--- config.mk ---
export PLATFORM = sky130hd
export DESIGN_NAME = seven_segment_bcd_display_flat
export DESIGN_NICKNAME = d
export VERILOG_FILES = /design/src/rtl/seven_segment_bcd_display_pkg.sv /design/src/rtl/seven_segment_bcd_display_if.sv /design/src/rtl/seven_segment_bcd_display_glyph.sv /design/src/rtl/seven_segment_bcd_display.sv /design/src/flat_wrapper.sv
export SDC_FILE = /design/constraint.sdc
export NUM_CORES = 1
export LEC_CHECK = 0
export ABC_AREA = 0
export BUFFER_PORTS_ARGS = -buffer_cell sky130_fd_sc_hd__buf_2
export CAP_MARGIN = 20
export CORE_AREA = 2 2 69 71
export CTS_CLUSTER_SIZE = 16
export DETAILED_ROUTE_END_ITERATION = 7
export DIE_AREA = 0 0 71 73
export PLACE_DENSITY = 0.66
export SLEW_MARGIN = 25
export SYNTH_ARGS = -nofsm -noshare
export SYNTH_HDL_FRONTEND = slang
export SYNTH_SLANG_ARGS = --single-unit
--- constraint.sdc ---
create_clock -name i_Clk -period 1.31 [get_ports i_Clk]
set_input_delay 0.1965 -clock i_Clk [delete_from_list [all_inputs] [get_ports i_Clk]]
set_output_delay 0.1965 -clock i_Clk [all_outputs]
set_load 0.01 [all_outputs]
--- src/rtl/seven_segment_bcd_display_pkg.sv ---
// Shared glyphs, FSM encoding and helpers for the BCD segment display.
// Pure declarations; no latency or backpressure of its own.
package seg7_pkg;

  // Active-high glyphs, bit order {g,f,e,d,c,b,a}
  localparam logic [6:0] SEG_0     = 7'b0111111;
  localparam logic [6:0] SEG_1     = 7'b0000110;
  localparam logic [6:0] SEG_2     = 7'b1011011;
  localparam logic [6:0] SEG_3     = 7'b1001111;
  localparam logic [6:0] SEG_4     = 7'b1100110;
  localparam logic [6:0] SEG_5     = 7'b1101101;
  localparam logic [6:0] SEG_6     = 7'b1111101;
  localparam logic [6:0] SEG_7     = 7'b0000111;
  localparam logic [6:0] SEG_8     = 7'b1111111;
  localparam logic [6:0] SEG_9     = 7'b1101111;
  localparam logic [6:0] SEG_BLANK = 7'b0000000;
  localparam logic [6:0] SEG_DASH  = 7'b1000000;

  typedef enum logic [1:0] {
    IDLE   = 2'd0,
    SHIFT  = 2'd1,
    UPDATE = 2'd2
  } state_e;

  // Largest value representable in the given number of decimal digits.
  function automatic logic [63:0] max_value(input int digits);
    logic [63:0] p;
    p = 64'd1;
    for (int i = 0; i < digits; i++) begin
      p = p * 64'd10;
    end
    return p - 64'd1;
  endfunction

endpackage

--- src/rtl/seven_segment_bcd_display_if.sv ---
// Load/busy handshake and display outputs of the BCD segment display.
// master drives the request side, slave is the display block.
interface seven_segment_bcd_display_if #(
  parameter int WIDTH  = 7,
  parameter int DIGITS = 2
);
  logic [WIDTH-1:0]    i_Value;
  logic                i_Load;
  logic                o_Busy;
  logic                o_Done;
  logic                o_Overflow;
  logic [7*DIGITS-1:0] o_Segments;

  modport master (
    output i_Value, i_Load,
    input  o_Busy, o_Done, o_Overflow, o_Segments
  );

  modport slave (
    input  i_Value, i_Load,
    output o_Busy, o_Done, o_Overflow, o_Segments
  );
endinterface

--- src/rtl/seven_segment_bcd_display_glyph.sv ---
// One decimal digit to active-high 7-segment pattern; dash wins over blank.
// Combinational, zero latency, no handshake.
module seg7_glyph
  import seg7_pkg::*;
(
  input  logic [3:0] i_Digit,
  input  logic       i_Blank,
  input  logic       i_Dash,
  output logic [6:0] o_Seg
);

  always_comb begin
    o_Seg = SEG_BLANK;
    if (i_Dash) begin
      o_Seg = SEG_DASH;
    end else if (!i_Blank) begin
      case (i_Digit)
        4'd0:    o_Seg = SEG_0;
        4'd1:    o_Seg = SEG_1;
        4'd2:    o_Seg = SEG_2;
        4'd3:    o_Seg = SEG_3;
        4'd4:    o_Seg = SEG_4;
        4'd5:    o_Seg = SEG_5;
        4'd6:    o_Seg = SEG_6;
        4'd7:    o_Seg = SEG_7;
        4'd8:    o_Seg = SEG_8;
        4'd9:    o_Seg = SEG_9;
        default: o_Seg = SEG_BLANK;
      endcase
    end
  end

endmodule

--- src/rtl/seven_segment_bcd_display.sv ---
// Binary to DIGITS x 7-segment via sequential double-dabble; WIDTH+1 cycles accept-to-display.
// i_Load is ignored while o_Busy is high; segments hold their last value between conversions.
module seven_segment_bcd_display
  import seg7_pkg::*;
#(
  parameter int WIDTH      = 7,
  parameter int DIGITS     = 2,
  parameter int ACTIVE_LOW = 1,
  parameter int BLANK_LEAD = 0
)
(
  input logic                      i_Clk,
  input logic                      i_Rst,
  seven_segment_bcd_display_if.slave bus
);

  localparam int CW = $clog2(WIDTH + 1);
  localparam int BW = 4 * DIGITS;
  localparam int SW = 7 * DIGITS;
  localparam logic [63:0]   MAX_VAL  = max_value(DIGITS);
  localparam logic [CW-1:0] LAST_CNT = CW'(WIDTH - 1);

  function automatic logic [6:0] polarity(input logic [6:0] g);
    return (ACTIVE_LOW != 0) ? ~g : g;
  endfunction

  function automatic logic [SW-1:0] zero_pattern();
    logic [SW-1:0] p;
    p = '0;
    for (int k = 0; k < DIGITS; k++) begin
      p[7*k +: 7] = polarity((k == 0 || BLANK_LEAD == 0) ? SEG_0 : SEG_BLANK);
    end
    return p;
  endfunction

  localparam logic [SW-1:0] RESET_SEG = zero_pattern();

  state_e          state_q, state_d;
  logic [CW-1:0]   cnt_q, cnt_d;
  logic [WIDTH-1:0] bin_q, bin_d;
  logic [BW-1:0]   bcd_q, bcd_d;
  logic            ovf_pend_q, ovf_pend_d;
  logic            ovf_q, ovf_d;
  logic            busy_q, busy_d;
  logic            done_q, done_d;
  logic [SW-1:0]   seg_q, seg_d;

  logic [BW-1:0]   bcd_adj;
  logic [DIGITS-1:0] blank;
  logic [6:0]      glyph [DIGITS];
  logic [SW-1:0]   seg_next;

  always_comb begin
    bcd_adj = bcd_q;
    for (int k = 0; k < DIGITS; k++) begin
      if (bcd_q[4*k +: 4] >= 4'd5) begin
        bcd_adj[4*k +: 4] = bcd_q[4*k +: 4] + 4'd3;
      end
    end
  end

  // A digit blanks only while it and every digit above it are zero; digit 0 never blanks.
  always_comb begin
    logic lead;
    lead  = 1'b1;
    blank = '0;
    for (int k = DIGITS - 1; k >= 0; k--) begin
      lead     = lead && (bcd_q[4*k +: 4] == 4'd0);
      blank[k] = (BLANK_LEAD != 0) && (k != 0) && lead;
    end
  end

  for (genvar k = 0; k < DIGITS; k++) begin : g_digit
    seg7_glyph u_glyph (
      .i_Digit (bcd_q[4*k +: 4]),
      .i_Blank (blank[k]),
      .i_Dash  (ovf_pend_q),
      .o_Seg   (glyph[k])
    );
  end

  always_comb begin
    seg_next = '0;
    for (int k = 0; k < DIGITS; k++) begin
      seg_next[7*k +: 7] = polarity(glyph[k]);
    end
  end

  always_comb begin
    state_d    = state_q;
    cnt_d      = cnt_q;
    bin_d      = bin_q;
    bcd_d      = bcd_q;
    ovf_pend_d = ovf_pend_q;
    ovf_d      = ovf_q;
    busy_d     = busy_q;
    done_d     = 1'b0;
    seg_d      = seg_q;
    case (state_q)
      IDLE: begin
        if (bus.i_Load && !busy_q) begin
          bin_d      = bus.i_Value;
          bcd_d      = '0;
          cnt_d      = '0;
          ovf_pend_d = 64'(bus.i_Value) > MAX_VAL;
          busy_d     = 1'b1;
          state_d    = SHIFT;
        end
      end
      SHIFT: begin
        bcd_d = {bcd_adj[BW-2:0], bin_q[WIDTH-1]};
        bin_d = bin_q << 1;
        cnt_d = cnt_q + 1'b1;
        if (cnt_q == LAST_CNT) begin
          state_d = UPDATE;
        end
      end
      UPDATE: begin
        seg_d   = seg_next;
        ovf_d   = ovf_pend_q;
        done_d  = 1'b1;
        busy_d  = 1'b0;
        state_d = IDLE;
      end
      default: begin
        state_d = IDLE;
        busy_d  = 1'b0;
      end
    endcase
  end

  always_ff @(posedge i_Clk or posedge i_Rst) begin
    if (i_Rst) begin
      state_q    <= IDLE;
      cnt_q      <= '0;
      bin_q      <= '0;
      bcd_q      <= '0;
      ovf_pend_q <= 1'b0;
      ovf_q      <= 1'b0;
      busy_q     <= 1'b0;
      done_q     <= 1'b0;
      seg_q      <= RESET_SEG;
    end else begin
      state_q    <= state_d;
      cnt_q      <= cnt_d;
      bin_q      <= bin_d;
      bcd_q      <= bcd_d;
      ovf_pend_q <= ovf_pend_d;
      ovf_q      <= ovf_d;
      busy_q     <= busy_d;
      done_q     <= done_d;
      seg_q      <= seg_d;
    end
  end

  assign bus.o_Busy     = busy_q;
  assign bus.o_Done     = done_q;
  assign bus.o_Overflow = ovf_q;
  assign bus.o_Segments = seg_q;

endmodule

--- src/flat_wrapper.sv ---
// flat-port wrapper written by rule: the top's interface ports become plain ports
module seven_segment_bcd_display_flat import seg7_pkg::*;
#(
  parameter int WIDTH      = 7,
  parameter int DIGITS     = 2,
  parameter int ACTIVE_LOW = 1,
  parameter int BLANK_LEAD = 0
)
  (i_Clk, i_Rst, bus_i_Value, bus_i_Load, bus_o_Busy, bus_o_Done, bus_o_Overflow, bus_o_Segments);
  seven_segment_bcd_display_if #(.WIDTH(WIDTH), .DIGITS(DIGITS)) bus_i ();
  input logic i_Clk;
  input logic i_Rst;
  input wire logic [$bits(bus_i.i_Value)-1:0] bus_i_Value;
  input wire logic [$bits(bus_i.i_Load)-1:0] bus_i_Load;
  output wire logic [$bits(bus_i.o_Busy)-1:0] bus_o_Busy;
  output wire logic [$bits(bus_i.o_Done)-1:0] bus_o_Done;
  output wire logic [$bits(bus_i.o_Overflow)-1:0] bus_o_Overflow;
  output wire logic [$bits(bus_i.o_Segments)-1:0] bus_o_Segments;
  assign bus_i.i_Value = bus_i_Value;
  assign bus_i.i_Load = bus_i_Load;
  assign bus_o_Busy = bus_i.o_Busy;
  assign bus_o_Done = bus_i.o_Done;
  assign bus_o_Overflow = bus_i.o_Overflow;
  assign bus_o_Segments = bus_i.o_Segments;
  seven_segment_bcd_display #(.WIDTH(WIDTH), .DIGITS(DIGITS), .ACTIVE_LOW(ACTIVE_LOW), .BLANK_LEAD(BLANK_LEAD)) u_core (.i_Clk(i_Clk), .i_Rst(i_Rst), .bus(bus_i));
endmodule
# Yosys cells after proc, flatten, opt, wreduce, memory -nomap -nowiden
# Memory sizes are Yosys's and may differ from the RTL's.
# Index checks and enable logic that the tools add are counted.
[word_totals] reg_bits=38 latchBits=0 ramBits=0 mem_bits_ro=224 inputBits=10 out_inout_bits=17 word_cells=49 memories=2
[memory_table] name="(no name shown)" words=16 width=7 rd=1 rd_clocked_by_memory_dff=0 wr=0 line_no="seven_segment_bcd_display_glyph.sv:17" text="case (i_Digit)"
[memory_table] name="(no name shown)" words=16 width=7 rd=1 rd_clocked_by_memory_dff=0 wr=0 line_no="seven_segment_bcd_display_glyph.sv:17"
[classes] addsub=3 n_mul=0 n_div=0 order_cmp=3 n_eq_ne=5 n_shift=0 n_mux=16 n_bitwise=3 reduce_logical=8
[op_table] operator="2-to-1 mux 7 bit" count=3
[op_table] operator="case mux 8 bit (2 select lines)" count=1
[op_table] operator="NOT 7 bit" count=2
[op_table] operator="case mux 7 bit (2 select lines)" count=1
[op_table] operator=">= comparator 4 x 3 -> 1 bit, second input constant" count=2
[op_table] operator="2-to-1 mux 8 bit" count=1
[op_table] operator="AND reduction 2 bit" count=4
[op_table] operator="greater-than comparator 7 bit, second input constant" count=1
[op_table] operator="2-to-1 mux 3 bit" count=2
[op_table] operator="case mux 3 bit (2 select lines)" count=1
[op_table] operator="adder 4 x 2 -> 4 bit, second input constant" count=1
[op_table] operator="2-to-1 mux 2 bit" count=2
[op_table] operator="2-to-1 mux 4 bit" count=1
[op_table] operator="inequality test 2 x 1 -> 1 bit, second input constant" count=2
[op_table] operator="case mux 2 bit (2 select lines)" count=1
[op_table] operator="adder 3 x 1 -> 3 bit, second input constant" count=1
[op_table] operator="adder 3 x 2 -> 3 bit, second input constant" count=1
[op_table] operator="equality test 3 bit, second input constant" count=1
[op_table] operator="equality test 2 x 1 -> 1 bit, second input constant" count=1
[op_table] operator="equality test 2 bit, second input constant" count=1
[op_table] operator="zero test 2 bit" count=1
[op_table] operator="2-to-1 mux 1 bit" count=2
[op_table] operator="case mux 1 bit (2 select lines)" count=1
[op_table] operator="nonzero test 2 bit" count=1
[op_table] operator="3 further kinds" count=3

# Longest topological paths before layout
# Gate-level depths: netlist (run 1).
[depth] word_depth=4 depth_mapped=6 ltp_nobuf=6

# Cells and area by module
# Synthesis (run 1) repeated with hierarchy kept, for this count alone.
[unflattened] hier_cells=219 area_unflattened_um2=2155.8
[modules_own_cells] mod="seven_segment_bcd_display" instances=1 cells_per_inst=159 area_per_inst_um2=1655.3 seq_area_each_um2=953.4
[modules_own_cells] mod="seg7_glyph" instances=2 cells_per_inst=30 area_per_inst_um2=250.2 seq_area_each_um2=0.0

# Worst setup path before layout (run 1)
# OpenSTA, ideal clock, no wires.
[synth_timing] path_kind="reg2reg" start="register u_core.bcd_q[1]" end="register u_core.bcd_q[1]" setup_time_ps=127 arrival_ps=1292 required_time_ps=1183 path_slack_ps=-110 path_stages_with_launch=7 n_path_buf=0 synth_period_minus_slack_ps=1420 cell_sequence="dfrtp_1 -> inv_1 -> ha_1 -> nand2b_1 -> a21oi_1 -> xnor2_1 -> o21ai_0"
[synth_between] elab_chain_len=3
[synth_rtl] element="start, declared" line_no="seven_segment_bcd_display.sv:41" text="logic [BW-1:0] bcd_q, bcd_d;"
[synth_rtl] element="start signal, assigned" line_no="seven_segment_bcd_display.sv:137" text="bcd_q <= '0;"
[synth_rtl] element="start signal, assigned" line_no="seven_segment_bcd_display.sv:147" text="bcd_q <= bcd_d;"
[synth_rtl] element=">= comparator 4 x 3 -> 1 bit" line_no="seven_segment_bcd_display.sv:56" text="if (bcd_q[4*k +: 4] >= 4'd5) begin"
[synth_rtl] element="2-to-1 mux 4 bit" line_no="seven_segment_bcd_display.sv:56"
[synth_rtl] element="case mux 8 bit (2 select lines)" line_no="seven_segment_bcd_display.sv:99" text="case (state_q)"
# No other way between the ends.
# A chain may end at the register's enable or synchronous reset.

# Worst setup path in the final report (run 1)
[layout_timing] start="register u_core.bcd_q[5]" end="register u_core.bcd_q[6]"
[layout_between] elab_chain_len=3 elab_cells_between_ends=4 cone_classes="1 x add/sub; 1 x order compare; 2 x mux"
[layout_rtl] element=">= comparator 4 x 3 -> 1 bit / adder 3 x 2 -> 3 bit (equally long branches)" line_no="seven_segment_bcd_display.sv:56, seven_segment_bcd_display.sv:57"
[layout_rtl] element="2-to-1 mux 3 bit *" line_no="seven_segment_bcd_display.sv:56"
[layout_rtl] element="case mux 8 bit (2 select lines) *" line_no="seven_segment_bcd_display.sv:99"
# Mark *: on every way between the ends. The rest lies on a longest branch, timed or not.

==> impl_metrics.toml, run 1 <==
[run_status]
status = "completed"

[timing]
fmax_ghz = 0.769
drv_slew = 0
clock_skew_ns = 0.00587
setup_viol = 0
setup_tns_ns = 0
min_period_over_period_pct = 99.2
fin_ws_ns = 0.00999
relSlewSlack_pct = 69.4
rsz0062_at_grt = "true"
worst_slew_pin_slew_ns = 0.454
min_period_ns = 1.30
hold_viol = 0

[global_routing]
grt.total_usage_pct = 16.8
overflow = 0
grt_max_degree = 39
grt_pass1_vias = 1484
grt_pass1_wl_um = 6690
grt_antenna_before_repair = 0

[detailed_routing]
drt-met1-wl_um = 1900
dr_wl_met3_um = 186
wl_per_cell_um = 12.9
viasPerCell = 5.03
top_layer = "met4"
drc = 0
wl_met2_um = 1860
first_pass_iters = 4
drtAntennaViolNets = 0
wirelength_um = 4010
vias = 1560
drt_iter0_markers = 73

[setup_path]
cp.required_ns = 1.49
cp_data_arrival_time_ns = 1.48
crit_path_start_kind = "flip-flop"
cp_max_fo = 4
path_class = "flip-flop to flip-flop"
cp-end-kind = "flip-flop"

[clock_network]
clk_pin_slew_ns = 0.07
cts_buffers = 5
cts_tree = "done"
clk-insertion-delay-late_ns = 0.30
cts_root_buffer = "clkbuf_8"
clockBufferDepth = 2
clock-sinks = 38
htreeDepth = 2

[die]
die_w_um = 71
fp.dieArea_sq_mm = 0.00518
core-area_sq_mm = 0.00454
io_pins = 27
initial_core_util_pct = 42.8
row_count = 25
die_y_um = 73

[placement]
hpwlAfterDp_um = 2820
portBuffers = 26
routabilityCongestion = 0.764
post-place-ws_ns = -0.0533

[layout]
nNetsFinal = 278
n_antenna_cell = 0
mostFrequentLayoutCells = "dfrtp_1 (35), buf_4 (31), buf_2 (26)"
syn_to_final_growth_pct = 34.8
fillCellCount = 401
drive_gt1_share_pct = 38.3
mostFrequentLayoutCell = "dfrtp_1"

[power_and_ir_drop]
ir_worst_vdd_v = 0.000924
leakage_nw = 1.25
p_total_mw = 6.50
power_density_mw_per_mm2 = 2490

[synth]
synthTopCellsByArea = "dfrtp_1 (46%), ha_1 (8.4%), nand2_1 (4.6%), o21ai_0 (4.4%), o22a_1 (4.1%)"
synthesis.nets = 219
netlist_instances = 196
netlist_area_sq_mm = 0.00194
netlist.area_leader.share_pct = 46.4
yosys.area.top_type = "dfrtp_1"
yosysSeqAreaShare_pct = 49.1
avgSynthCellArea_sq_um = 9.90
yosysWarnings = 0
synth_cell_types = 37
ys_ff_latch = 38

[run]
maxCapViolCount = 0

[min_path]
min_path_type = "input pin to flip-flop"
## worst max-delay path: stages, from the launching register on
cell and delay, ns:
dfrtp_1 0.39, inv_2 0.13, ha_2 0.19, nand2b_4 0.13, a21oi_4 0.07, o311ai_0 0.28
## final timing paths
check / from / to / slack, ns / cells past startpoint
setup / recovery: u_core.bcd_q[5] / u_core.bcd_q[6] / 0.01 / 5
hold / removal: bus_i_Value[0] / u_core.bin_q[0] / 0.12 / 2
setup reg to reg: u_core.bcd_q[5] / u_core.bcd_q[6] / 0.01 / 5
hold reg to reg: u_core.bus.o_Overflow / u_core.bus.o_Overflow / 0.47 / 2
max in group asynchronous: i_Rst / u_core.bus.o_Segments[6] / 0.55 / 4
min in group asynchronous: i_Rst / u_core.bin_q[0] / 0.49 / 4
## what timing repair did
item	CTS	global route
pin swaps	5	5
hold buffers	1	0
hold endpoints to repair	36	0
cloned	0	0
resized for setup	12	25
setup endpoints to repair	7	22
setup buffers	1	2
## routing by layer
layer  global-route usage, %  vias to the layer above
met5                       0                        -
met4                    6.92                        0
met3                    5.39                        6
met2                    27.6                       28
met1                    20.5                      727
li1                        -                      799
## state kept, by name, summed over array words and instances, names as in the netlist
register	flops
u_core.bcd_q	8
u_core.state_q	2
u_core.ovf_pend_q	1
u_core.cnt_q	3
u_core.bin_q	7
u_core.bus.o_Busy	1
u_core.bus.o_Done	1
u_core.bus.o_Segments	14
u_core.bus.o_Overflow	1
## where the power goes
group / leakage [nW] / internal, mW / switching (mW)
combinational: 0.737 / 1.85 / 1.68
sequential: 0.468 / 1.72 / 0.402
clock: 0.0482 / 0.425 / 0.429
total: 1.25 / 4.00 / 2.51
## final cells by class
cell class	count	area, sq um	area share (%)
clock inverter	1	5.00	0.191
sequential	38	955	36.5
inverter	14	55.1	2.10
multi-input combinational	134	1020	39.0
timing repair buffer	62	427	16.3
clock buffer	7	86.3	3.30
tap	54	67.6	2.58
## stage by stage
step	instances	hold slack, ns	instance area (sq um)	util, %
global route	310	0.113	2620	57.7
finish	310	0.122	2620	57.7
detailed placement	298	0.269	2340	51.5
CTS	308	0.108	2480	54.6
floorplan	196	0.318	1950	-
global placement	298	0.261	2340	51.5
## synthesized netlist by cell type
cell and number:
dfrtp_1 36, nand2_1 24, o21ai_0 17, inv_1 14, ha_1 13, nor2_1 12, a21oi_1 10, o22a_1 9
nand2b_1 7, nor3_1 5, buf_2 4, mux2i_1 4, a31oi_1 3, buf_4 3, nand3_1 3, o311ai_0 3
xnor2_1 3, a21o_1 2, clkbuf_1 2, dfstp_2 2, o22ai_1 2, o31ai_1 2, xor2_1 2, a2111oi_0 1
a211oi_1 1, a222oi_1 1, a22o_1 1, and3_1 1, buf_6 1, nand2b_2 1, nand2b_4 1, nand3b_1 1
nor2_2 1, nor2b_1 1, nor3b_1 1, o41ai_1 1, or3_1 1
## cell families after synthesis
group,after synthesis,share of synthesized area (%)
buffers and inverters,24,5.87
xor gates and xnor gates,5,2.26
adders and majority gates,13,8.38
muxes,4,2.06
DFF,38,49.1
AOI/OAI and AO/OA,53,17.8
and+or+nand+nor,59,14.5
Power figures use the tool's default switching activity.
==> run 2: changes to the inputs <==
--- a/config.mk
+++ b/config.mk
@@ -8,12 +8,12 @@
 export ABC_AREA = 0
 export BUFFER_PORTS_ARGS = -buffer_cell sky130_fd_sc_hd__buf_2
 export CAP_MARGIN = 20
-export CORE_AREA = 2 2 69 71
+export CORE_AREA = 2 2 82 84
 export CTS_CLUSTER_SIZE = 16
 export DETAILED_ROUTE_END_ITERATION = 7
-export DIE_AREA = 0 0 71 73
-export PLACE_DENSITY = 0.66
+export DIE_AREA = 0 0 84 86
 export SLEW_MARGIN = 25
 export SYNTH_ARGS = -nofsm -noshare
 export SYNTH_HDL_FRONTEND = slang
+export SYNTH_HIERARCHICAL = 1
 export SYNTH_SLANG_ARGS = --single-unit
==> run 2 against run 1 <==
Net effect: the run now ends with negative setup slack left; worst setup slack worse by 0.088 ns; synthesized cell count is 12% higher; via count is 4.0% higher; combinational power is 3% higher; largest power group unchanged; global-route usage is 4.1 points lower; non-clock buffer count is 13 lower; core utilization is 13 points lower; critical path depth stayed put; sequential power is 6% higher; clock power is 16% higher.
==> impl_metrics.toml, run 2 <==
[layout]
seq_area_sq_um = 961
multi_input_area_sq_mm = 0.00124
syn_to_final_growth_pct = 31.4
n_antenna_cell = 0
fillCellCount = 609
drive_gt1_share_pct = 42.1
mostFrequentLayoutCells = "nand2_1 (30), dfrtp_1 (30), buf_2 (26)"
final_cells = 343
nNetsFinal = 291
largest_register_ffs = 14

[synth]
netlist_instances = 219
yosysSeqAreaShare_pct = 44.2
yosysWarnings = 6
synth-edff-count = 0
yosys-top-cells-count = "dfrtp_1 (36), nand2_1 (30), o21ai_0 (27)"
netlist_area_sq_mm = 0.00216
synth_cell_types = 42
yosys.area.top_type = "dfrtp_1"
netlist.area_leader.share_pct = 41.8
yosys_most_used_dff = "dfrtp_1"
avgSynthCellArea_sq_um = 9.84
async_flop_share_pct = 100
synthTopCellsByArea = "dfrtp_1 (42%), ha_1 (9.3%), o21ai_0 (6.3%), nand2_1 (5.2%), mux2i_1 (2.8%)"
ys_ff_latch = 38
yosysMostFrequentCell = "dfrtp_1"

[detailed_routing]
wirelength_um = 4430
drt_iter0_markers = 62
viasPerCell = 4.73
wl_per_cell_um = 12.9
drtAntennaViolNets = 0
first_pass_iters = 4
vias = 1622
drc = 0

[setup_path]
cpPeakStageDelay_ns = 0.46
path_cells = "inv_2, ha_1, mux2_4, a211oi_2, o21ai_1"
cp.required_ns = 1.48
cp_data_arrival_time_ns = 1.56
timing.rr.start = "u_core/bcd_q[4]"
cp_max_fo = 6
critPathSlowestCell = "dfrtp_2"
path_class = "flip-flop to flip-flop"
cp-end-kind = "flip-flop"
crit_path_start_kind = "flip-flop"
setup.worst_path.start = "u_core/bcd_q[4]"

[die]
row_count = 29
die_w_um = 84
io_pins = 27
fp.dieArea_sq_mm = 0.00722
core-area_sq_mm = 0.00628
initial_core_util_pct = 34.3
die_y_um = 86

[run]
maxCapViolCount = 0

[clock_network]
clk_pin_slew_ns = 0.09
cts_root_buffer = "clkbuf_8"
clk-insertion-delay-late_ns = 0.29
cts_buffers = 5
clock-sinks = 38
clockBufferDepth = 2
cts_tree = "done"
htreeDepth = 2

[placement]
routabilityCongestion = 0.742
placed_cells = 333
hpwlAfterDp_um = 3000
portBuffers = 26
post-place-ws_ns = -0.100

[timing]
min_period_ns = 1.39
min_period_over_period_pct = 106
fmax_ghz = 0.721
setup_tns_ns = -0.510
hold_slack_ns = 0.136
hold_viol = 0
rsz0062_at_grt = "true"
fin_ws_ns = -0.0779
drv_slew = 0
clock_skew_ns = 0.0127
setup_viol = 12

[global_routing]
grt_antenna_before_repair = 0
grt_max_degree = 39
grt.total_usage_pct = 12.7
overflow = 0
grt_pass1_vias = 1612
grt_pass1_wl_um = 7490

[power_and_ir_drop]
leakage_nw = 1.33
power_density_mw_per_mm2 = 2430
ir_worst_vdd_v = 0.000972

[min_path]
min_from = "bus_i_Value[0]"
min_path_type = "input pin to flip-flop"

[run_status]
status = "finished with violations"
violations = "negative setup slack"
## run 2: cell count changes in the layout (fill, tap and decap cells not counted), sizes merged, moves of 3 or more
cell / previous run / this run
a211oi: 1 / 6
or2: 0 / 4
conb: 0 / 6
mux2: 0 / 3
buf: 61 / 48
o21ai: 17 / 27
nand2: 24 / 30
nor2: 13 / 4
o22a: 9 / 0
a21oi: 10 / 6
ha: 13 / 16
## run 2: worst max-delay path: cells and delay by family (launching register included)
family                   cells  cell delay [ns]
adder cells (fa/ha/maj)      1             0.19
buffers and inverters        1             0.07
multiplexers                 1             0.26
flip-flops                   1             0.46
AO/OA/AOI/OAI                2             0.29
## run 2: per-layer routing
metal  up-vias  global-route usage (%)  share of wire [%]
met5         -                       0                  0
met4         0                    3.08               0.43
met3         2                    2.98                3.7
met2        28                    21.7                 48
met1       762                    16.3                 48
li1        830                       -                  -
## run 2: worst paths after layout
path / endpoint / slack [ns] / cells after the start
min in group asynchronous: u_core/bus.o_Overflow / 0.49 / 4
min: u_core/bin_q[0] / 0.14 / 2
max: u_core/bus.o_Segments[7] / -0.08 / 5
max in group asynchronous: u_core/bus.o_Segments[6] / 0.55 / 4
max reg2reg: u_core/bus.o_Segments[7] / -0.08 / 5
min reg2reg: u_core/bus.o_Segments[13] / 0.48 / 2
## run 2: per-stage QoR
step,utilization [%],cell area (sq um),power (mW)
after floorplan,-,2200,4.40
after global placement,40.5,2540,5.40
after detailed placement,40.5,2540,5.47
after CTS,44.4,2790,6.84
after global routing,45.1,2830,7.49
final,45.1,2830,6.88
## run 2: report_power, final
| group | internal, mW | switching [mW] | total, mW |
|---|---|---|---|
| clock network | 0.561 | 0.433 | 0.994 |
| logic | 1.91 | 1.73 | 3.64 |
| registers | 1.73 | 0.524 | 2.25 |
| total | 4.20 | 2.69 | 6.88 |
## run 2: layout make-up
| cell class | count | share of cell area, % |
|---|---|---|
| Timing Repair Buffer | 49 | 12.7 |
| Multi-Input combinational cell | 155 | 43.9 |
| Tap cell | 77 | 3.40 |
| Clock buffer | 5 | 2.43 |
| Clock inverter | 3 | 1.41 |
| Sequential cell | 38 | 33.9 |
| Inverter | 16 | 2.21 |
## run 2: logic make-up after synthesis
| kind of cell | share of synthesized area (%) |
|---|---|
| fa+ha+maj | 9.29 |
| mux | 4.70 |
| simple gates | 14.7 |
| other cells | 0.174 |
| buf+inv | 7.20 |
| flops | 44.2 |
| xor+xnor | 2.44 |
| compound gates | 17.3 |
## run 2: what timing repair did
item | 4_1_cts | 5_1_grt
gates resized for setup | 27 | 18
setup buffers | 1 | 0
cloned | 0 | 0
hold buffers | 1 | 0
pin swaps | 4 | 5
hold endpoints to repair | 36 | 0
endpoints found under the setup margin | 18 | 23
